===== config.mk =====
export PLATFORM = sky130hd
export DESIGN_NAME = race_lane_renderer
export DESIGN_NICKNAME = d
export VERILOG_FILES = /design/src/rtl/race_lane_renderer.sv
export SDC_FILE = /design/constraint.sdc
export NUM_CORES = 1
export LEC_CHECK = 0
export BUFFER_PORTS_ARGS = -buffer_cell sky130_fd_sc_hd__buf_2
export CAP_MARGIN = 20
export CORE_ASPECT_RATIO = 1.75
export CORE_UTILIZATION = 25
export DETAILED_ROUTE_END_ITERATION = 12
export MAX_ROUTING_LAYER = met4
export PLACE_DENSITY = 0.39
export SLEW_MARGIN = 20
export SYNTH_ARGS = -nofsm -noshare
export SYNTH_HDL_FRONTEND = slang
export SYNTH_SLANG_ARGS = --single-unit

===== constraint.sdc =====
create_clock -name clock -period 8.2 [get_ports clock]
set_input_delay 2.05 -clock clock [delete_from_list [all_inputs] [get_ports clock]]
set_output_delay 2.05 -clock clock [all_outputs]
set_load 0.01 [all_outputs]

===== src/rtl/race_lane_renderer.sv =====
// Race-game lane renderer: draws background, then a car sprite, then erases/redraws it on lane changes.
// Optional dashed lane dividers in the background when RACE_LANE_MARKS_EN is defined.
module race_lane_renderer #(
    parameter int SCREEN_W = 160,
    parameter int SCREEN_H = 120,
    parameter int ROAD_X0  = 40,
    parameter int ROAD_W   = 80,
    parameter int LANES    = 3,
    parameter int CAR_W    = 8,
    parameter int CAR_H    = 12,
    parameter int CAR_Y    = 100
) (
    input  logic                         clock,
    input  logic                         reset,
    input  logic                         start,
    input  logic                         straight,
    input  logic                         left,
    input  logic                         right,
    input  logic                         oneframe,
    output logic [$clog2(SCREEN_W)-1:0]  x,
    output logic [$clog2(SCREEN_H)-1:0]  y,
    output logic [2:0]                   colour,
    output logic                         plot,
    output logic                         ready,
    output logic [$clog2(LANES)-1:0]     lane,
    output logic [15:0]                  distance
);
    localparam int XW     = $clog2(SCREEN_W);
    localparam int YW     = $clog2(SCREEN_H);
    localparam int LW     = $clog2(LANES);
    localparam int LANE_W = ROAD_W / LANES;

    localparam logic [2:0] GREEN = 3'b010;
    localparam logic [2:0] BLACK = 3'b000;
    localparam logic [2:0] CAR   = 3'b100;
`ifdef RACE_LANE_MARKS_EN
    localparam logic [2:0] MARK  = 3'b111;
`endif

    typedef enum logic [2:0] {S_IDLE, S_BG, S_CAR, S_WAIT, S_ERASE, S_UPDATE} state_t;
    state_t state;
    logic   move_left;

    function automatic logic [XW-1:0] car_x_of(input logic [LW-1:0] l);
        int signed v;
        v = ROAD_X0 + int'(l) * LANE_W + (LANE_W - CAR_W) / 2;
        return XW'(v);
    endfunction

    function automatic logic [15:0] sat_inc16(input logic [15:0] v);
        return (v == 16'hFFFF) ? v : v + 16'd1;
    endfunction

    logic [XW-1:0] cx, bg_nx, car_nx, pix_x;
    logic [YW-1:0] bg_ny, car_ny;
    logic          bg_x_end, bg_last, car_x_end, car_last;
    logic [2:0]    bg_col;
`ifdef RACE_LANE_MARKS_EN
    logic [YW-1:0] pix_y;
`endif

    // Next raster position for the background sweep and the car rectangle.
    always_comb begin
        cx        = car_x_of(lane);
        bg_x_end  = (int'(x) == SCREEN_W - 1);
        bg_last   = bg_x_end && (int'(y) == SCREEN_H - 1);
        bg_nx     = bg_x_end ? '0 : x + XW'(1);
        bg_ny     = bg_x_end ? y + YW'(1) : y;
        car_x_end = (x == cx + XW'(CAR_W - 1));
        car_last  = car_x_end && (int'(y) == CAR_Y + CAR_H - 1);
        car_nx    = car_x_end ? cx : x + XW'(1);
        car_ny    = car_x_end ? y + YW'(1) : y;
        pix_x     = (state == S_BG) ? bg_nx : '0;
        bg_col    = (int'(pix_x) < ROAD_X0 || int'(pix_x) >= ROAD_X0 + ROAD_W) ? GREEN : BLACK;
`ifdef RACE_LANE_MARKS_EN
        pix_y     = (state == S_BG) ? bg_ny : '0;
        if (!pix_y[2]) begin
            for (int k = 1; k < LANES; k++) begin
                if (int'(pix_x) == ROAD_X0 + k * LANE_W) bg_col = MARK;
            end
        end
`endif
    end

    always_ff @(posedge clock or posedge reset) begin
        if (reset) begin
            state     <= S_IDLE;
            x         <= '0;
            y         <= '0;
            colour    <= '0;
            plot      <= 1'b0;
            ready     <= 1'b0;
            distance  <= '0;
            lane      <= LW'(LANES / 2);
            move_left <= 1'b0;
        end else begin
            case (state)
                S_IDLE: begin
                    if (start) begin
                        state    <= S_BG;
                        distance <= '0;
                        x        <= '0;
                        y        <= '0;
                        colour   <= bg_col;
                        plot     <= 1'b1;
                    end
                end
                S_BG: begin
                    if (bg_last) begin
                        state  <= S_CAR;
                        x      <= cx;
                        y      <= YW'(CAR_Y);
                        colour <= CAR;
                    end else begin
                        x      <= bg_nx;
                        y      <= bg_ny;
                        colour <= bg_col;
                    end
                end
                S_CAR, S_ERASE: begin
                    if (car_last) begin
                        state <= (state == S_CAR) ? S_WAIT : S_UPDATE;
                        plot  <= 1'b0;
                        ready <= (state == S_CAR);
                    end else begin
                        x <= car_nx;
                        y <= car_ny;
                    end
                end
                S_WAIT: begin
                    if (oneframe) begin
                        if (straight) begin
                            distance <= sat_inc16(distance);
                        end else if (left || right) begin
                            // Left outranks right even when it is blocked at the edge.
                            if (left ? (lane != '0) : (int'(lane) < LANES - 1)) begin
                                state     <= S_ERASE;
                                move_left <= left;
                                ready     <= 1'b0;
                                plot      <= 1'b1;
                                x         <= cx;
                                y         <= YW'(CAR_Y);
                                colour    <= BLACK;
                            end
                        end
                    end
                end
                S_UPDATE: begin
                    state  <= S_CAR;
                    lane   <= move_left ? lane - LW'(1) : lane + LW'(1);
                    x      <= move_left ? cx - XW'(LANE_W) : cx + XW'(LANE_W);
                    y      <= YW'(CAR_Y);
                    colour <= CAR;
                    plot   <= 1'b1;
                end
                default: state <= S_IDLE;
            endcase
        end
    end
endmodule

==> results of run 1 <==
-- sequential cells by signal (all words and copies together), names as in the netlist --
signal     count
distance      16
move_left      1
ready          1
lane           2
y              7
x              8
colour         2
state          3
plot           1
-- area by class of cell --
type	instances	area (sq um)
clock buffer	7	143
fill	1363	8790
inverter	15	56.3
multi-input combinational	305	2050
sequential	41	1030
tap	168	210
timing repair buffer	44	223
-- synthesized netlist by cell type, types with 3 or more instances --
master	count	area (sq um)
a21o_1	6	45.0
a21oi_1	17	85.1
a22o_1	4	35.0
and2_1	4	25.0
and3_1	9	56.3
buf_2	5	25.0
clkbuf_1	9	33.8
dfrtp_1	40	1000
ha_1	14	175
inv_1	15	56.3
nand2_1	35	131
nand3_1	16	80.1
nand3b_1	3	22.5
nand4_1	7	43.8
nor2_1	35	131
nor2b_1	8	50.1
nor3_1	10	50.1
o211ai_1	6	45.0
o21a_1	3	22.5
o21ai_0	18	90.1
o21ai_1	13	65.1
o31a_1	4	35.0
o31ai_1	4	30.0
or3_1	5	31.3
xnor2_1	18	158
xor2_1	11	96.3
-- metrics by stage --
stage                     setup WS, ns  utilization (%)  cells  instance area (sq um)  hold slack, ns
after floorplan                   4.71                -    378                   3220           0.518
after global placement            4.25             28.6    573                   3570           0.484
after detailed placement          4.23             28.6    573                   3570           0.494
after CTS                         4.53             29.7    580                   3710           0.508
after global routing              4.36             29.7    580                   3710           0.537
final                             4.57             29.7    580                   3710           0.515
-- metal layers --
layer | share of wire [%] | track usage [%] | wire [microns]
met1 | 38 | 18.0 | 4020
met2 | 56 | 30.9 | 5850
met3 | 2.7 | 1.90 | 282
met4 | 3.1 | 6.71 | 327
met5 | 0 | - | 0
-- path summary, 6_finish.rpt --
kind / startpoint / endpoint / slack (ns) / cells after the start
hold / removal: colour[2] / colour[2] / 0.52 / 1
setup reg to reg: lane[0] / x[5] / 4.96 / 8
hold reg to reg: colour[2] / colour[2] / 0.52 / 1
max in group asynchronous: reset / distance[3] / 5.65 / 2
setup / recovery: left / x[3] / 4.57 / 6
min in group asynchronous: reset / y[1] / 1.97 / 2
-- power by group --
group	total, mW	switching [mW]	internal [mW]
Combinational	0.614	0.363	0.250
Clock	0.203	0.0833	0.120
Sequential	0.361	0.117	0.244
-- cell families (layout without fill, tap and decap cells) --
family	after synthesis	in the layout
other cells	1	1
simple gates	149	149
mux	2	2
xor+xnor	30	30
flops	41	41
buf+inv	32	66
fa+ha+maj	16	16
compound gates	107	107
==> metrics.txt, run 1 <==
total leakage power 1.66 nW; Final setup violation count 0; initial drt markers 129; main combinational cell family by area after synthesis simple AND/OR/NAND/NOR gates; vias in the first global route 2959; # IOs 45; TritonRoute pass-1 iters 4; CTS Buf Count 5; Mean Syn Cell Area 8.52 sq um; global-route wire length before repair 16800 microns; routed wire length 10500 microns; f_max 0.275 GHz; slowest stage cell, crit path a311oi_1; min-delay worst type flop to flop; die height 152 microns; gr usage total 16.9%; synthesis-to-layout area growth 15.4%; WP data arrival approximately 3.9 ns; Post-synth ARST share 100%; Power, Total between 1 and 1.5 mW; Post-synth EDFFs 0; Synth Instances 378; CP delay by family, top compound AO/OA/AOI/OAI gates; vias 2958; Setup TNS 0 ns; WL/cell 18.1 microns; # Post-CTS Setup Buffers 0; Sink Count 41; sequential share of the synthesized area between 30% and 40%; hold buffer count at cts 0; fin crit share 44.3%; Syn Nets between 400 and 500; Crit Path Category primary input to flop; cell breakdown of the critical path buf_2 > nor3b_1 > nor3_1 > or3_1 > a311oi_1 > a32o_1; critical path launch point type primary input; CTS tree built; n_diodes 0; mux cell area share after synthesis less than 1%; most frequent cells in the layout buf_2 (43), dfrtp_1 (40), nand2_1 (35), nor2_1 (35); Rows 54; post-synthesis adder-cell area fraction 6.68%; Worst-path clk slew 0.06 ns; CTS H-tree depth 2; RePlAce Congestion ~0.77; Core Area 12500 sq um; Nets 435; Synth Area in Compound Gates a little under a quarter; CTS-repair resized insts 0; Netlist cell types 71; Synth Warn # 0; Hold Vio Cnt, Final 0; Peak supply drop 0.145 mV; Worst Clk Skew 0.00769 ns; ANT nets after route 0; pin count of the biggest net entering global routing 42; Synth Flop Type dfrtp_1; root buffer cell clkbuf_16; RSZ-0062 raised after global routing false; CTS max path bufs 2; drt drc 0; Final HPWL DP 8050 microns; Critical Path RT 8.43 ns; crit path time final 3.63 ns; Tightest Pin Transition 0.927 ns; Starting Density 25.8%; CP max FO 5; die area 13400 sq um; Vias/cell 5.10; antenna violations before repair 0; CP bufs+invs 1; CP max stage delay approximately 0.64 ns; share of layout cells above drive strength 1 15.5%; Worst Setup End Kind flop; Overflow after GRT 0; port buffer count 43; xor and xnor area share after synthesis 8.59%; synthesized area around 3200 sq um; Synth Register Bits 41; commonest non-fill, non-tap cell in the layout buf_2; worst skew pair latency 0.29 ns; Die X-Extent 87.8 microns; PwrDens 317 nW/um^2; total of max-cap violations 0; Simple-Gate Fraction of Synth Area 24.3%; status finished, final reports clean; Worst slew margin about two fifths; fin. max-slew vios 0
No activity file was read; power rests on OpenSTA's default activity.
==> inputs of run 2 (changes only) <==
- PLACE_DENSITY: 0.39 -> 0.41
- clock period: 8.2 -> 3.3 ns (I/O delays scaled with it)
==> run 2 against run 1 <==
Clock power grew 140%. Critical path depth up 2. Highest routed layer unchanged. Largest cell class unchanged. Hold slack lost 0.013 ns. First-iteration DRC count is 54% higher. Combinational power increased to 2.6 times the previous value. Sequential cell count is the same. Global-route usage fell by 0.35 points. Critical path type is now flop to flop. Critical endpoint is now x[5]. Worst setup slack worse by 4.1 ns.
==> metrics.txt, run 2 (synthesis results as in run 1) <==
status finished, final reports clean; sw frac 47.7%; RSZ-0062 raised after global routing false; Reg power frac 28.3%; CP Launch Point lane[0]; Core Area 12500 sq um; antenna violations before repair 0; P_int 1.53 mW; Nets 439; global-route wire length before repair 16600 microns; Rows 54; port buffer count 43; f_max about 0.35 GHz; Layout Cells excl Fill 585; total leakage power 1.68 nW; min-delay worst type flop to flop; fin. max-slew vios 0; R2R cell count 8; WP data arrival 3.06 ns; Crit Path Category flop to flop; Tightest Pin Transition 0.802 ns; Worst slew margin between 40 and 50%; area of the multi-input gates 2050 sq um; initial drt markers 199; Setup TNS 0 ns; die height between 150 and 200 microns; reg-to-reg startpoint lane[0]; Largest Register distance; Hold WS 0.502 ns; Hold Vio Cnt, Final 0; CTS max path bufs 2; # Post-CTS Setup Buffers 0; n_diodes 0; Top Registers distance (16), x (8), y (7); fin crit share 85.9%; most frequent cells in the layout buf_2 (43), dfrtp_1 (40), nand2_1 (35), nor2_1 (35); share of layout cells above drive strength 1 16.3%; crit path time final 2.84 ns; commonest non-fill, non-tap cell in the layout buf_2; Sink Count between 40 and 50; synthesis-to-layout area growth 16.2%; Power, Total 2.92 mW; die area 13400 sq um; vias 3027; sw power 1.39 mW; Seq. cell area 1030 sq um; Die X-Extent 87.8 microns; R2R Path End x[5]; Overflow after GRT 0; PwrDens 780 nW/um^2; routed wire length between 10000 and 15000 microns; pin count of the biggest net entering global routing 23; Worst Setup End Kind flop; CTS-repair resized insts 0; total of max-cap violations 0; WL/cell between 15 and 20 microns; Worst Clk Skew 0.00570 ns; drt drc 0; Clk pwr share 16.9%; CP max FO 9; CTS H-tree depth 2; CTS tree built; Peak supply drop 0.577 mV; worst setup path endpoint x[5]; Gate power share 54.8%; gr usage total approximately 17%; worst skew pair latency 0.29 ns; TritonRoute pass-1 iters 4; # IOs 45; post-placement cell count 577; critical path launch point type flop; max reg flops 16; ANT nets after route 0; Vias/cell 5.17; Final HPWL DP 7860 microns; Fillers 1359; Critical Path RT 3.53 ns; vias in the first global route 3064; Starting Density about a quarter; hold buffer count at cts 0; CTS Buf Count 5; Worst R2R Setup Slack approximately 0.46 ns; Worst-path clk slew roughly 0.060 ns; root buffer cell clkbuf_16; Final setup violation count 0; RePlAce Congestion roughly 0.79
## run 2: worst min path at each step
stage | slack (ns) | to | depth (start not counted) | start
2_1_floorplan | 0.52 | colour[2] | 1 | colour[2]
3_3_place_gp | 0.48 | colour[2] | 1 | colour[2]
3_5_place_dp | 0.49 | colour[2] | 1 | colour[2]
4_1_cts | 0.51 | colour[2] | 1 | colour[2]
5_1_grt | 0.52 | colour[2] | 1 | colour[2]
6_report | 0.50 | colour[2] | 1 | colour[2]
## run 2: worst max-delay path, stage by stage (launching register included)
cell      delay, ns
dfstp_2        0.53
inv_1          0.09
ha_1           0.39
xor2_1         0.20
nor4_4         0.56
nand3_4        0.21
o31ai_4        0.48
o21bai_1       0.18
a211o_1        0.13
## run 2: cell type report
| class | count | share of cell area, % |
|---|---|---|
| Clock buffer | 6 | 3.45 |
| Multi-Input combinational cell | 305 | 54.9 |
| Tap cell | 168 | 5.62 |
| Inverter | 15 | 1.51 |
| Timing Repair Buffer | 48 | 6.76 |
| Sequential cell | 41 | 27.5 |
| Clock inverter | 2 | 0.268 |
## run 2: per-stage QoR
step,util [%],area [sq um],setup WS (ns)
3_3_place_gp,28.8,3600,0.441
2_1_floorplan,-,3220,0.401
5_1_grt,29.9,3740,0.319
3_5_place_dp,28.8,3600,0.503
6_report,29.9,3740,0.464
4_1_cts,29.9,3740,0.472
## run 2: power groups by stage
stage	Combinational (mW)	Sequential, mW	Clock (mW)
after floorplan	1.20	0.770	0
after global placement	1.61	0.833	0
after detailed placement	1.61	0.838	0
after CTS	1.61	0.829	0.505
after global routing	1.78	0.859	0.518
final	1.60	0.825	0.494
## run 2: routing by layer
layer  vias to the layer above  share of wire [%]  wire length, microns  GRT usage [%]
met3                        17                2.6                   270           1.79
met4                         0                2.9                   295           6.87
met2                        73                 55                  5590           30.0
met1                      1489                 40                  4090           17.8
li1                       1448                  -                     -              -
met5                         -                  0                     0              -
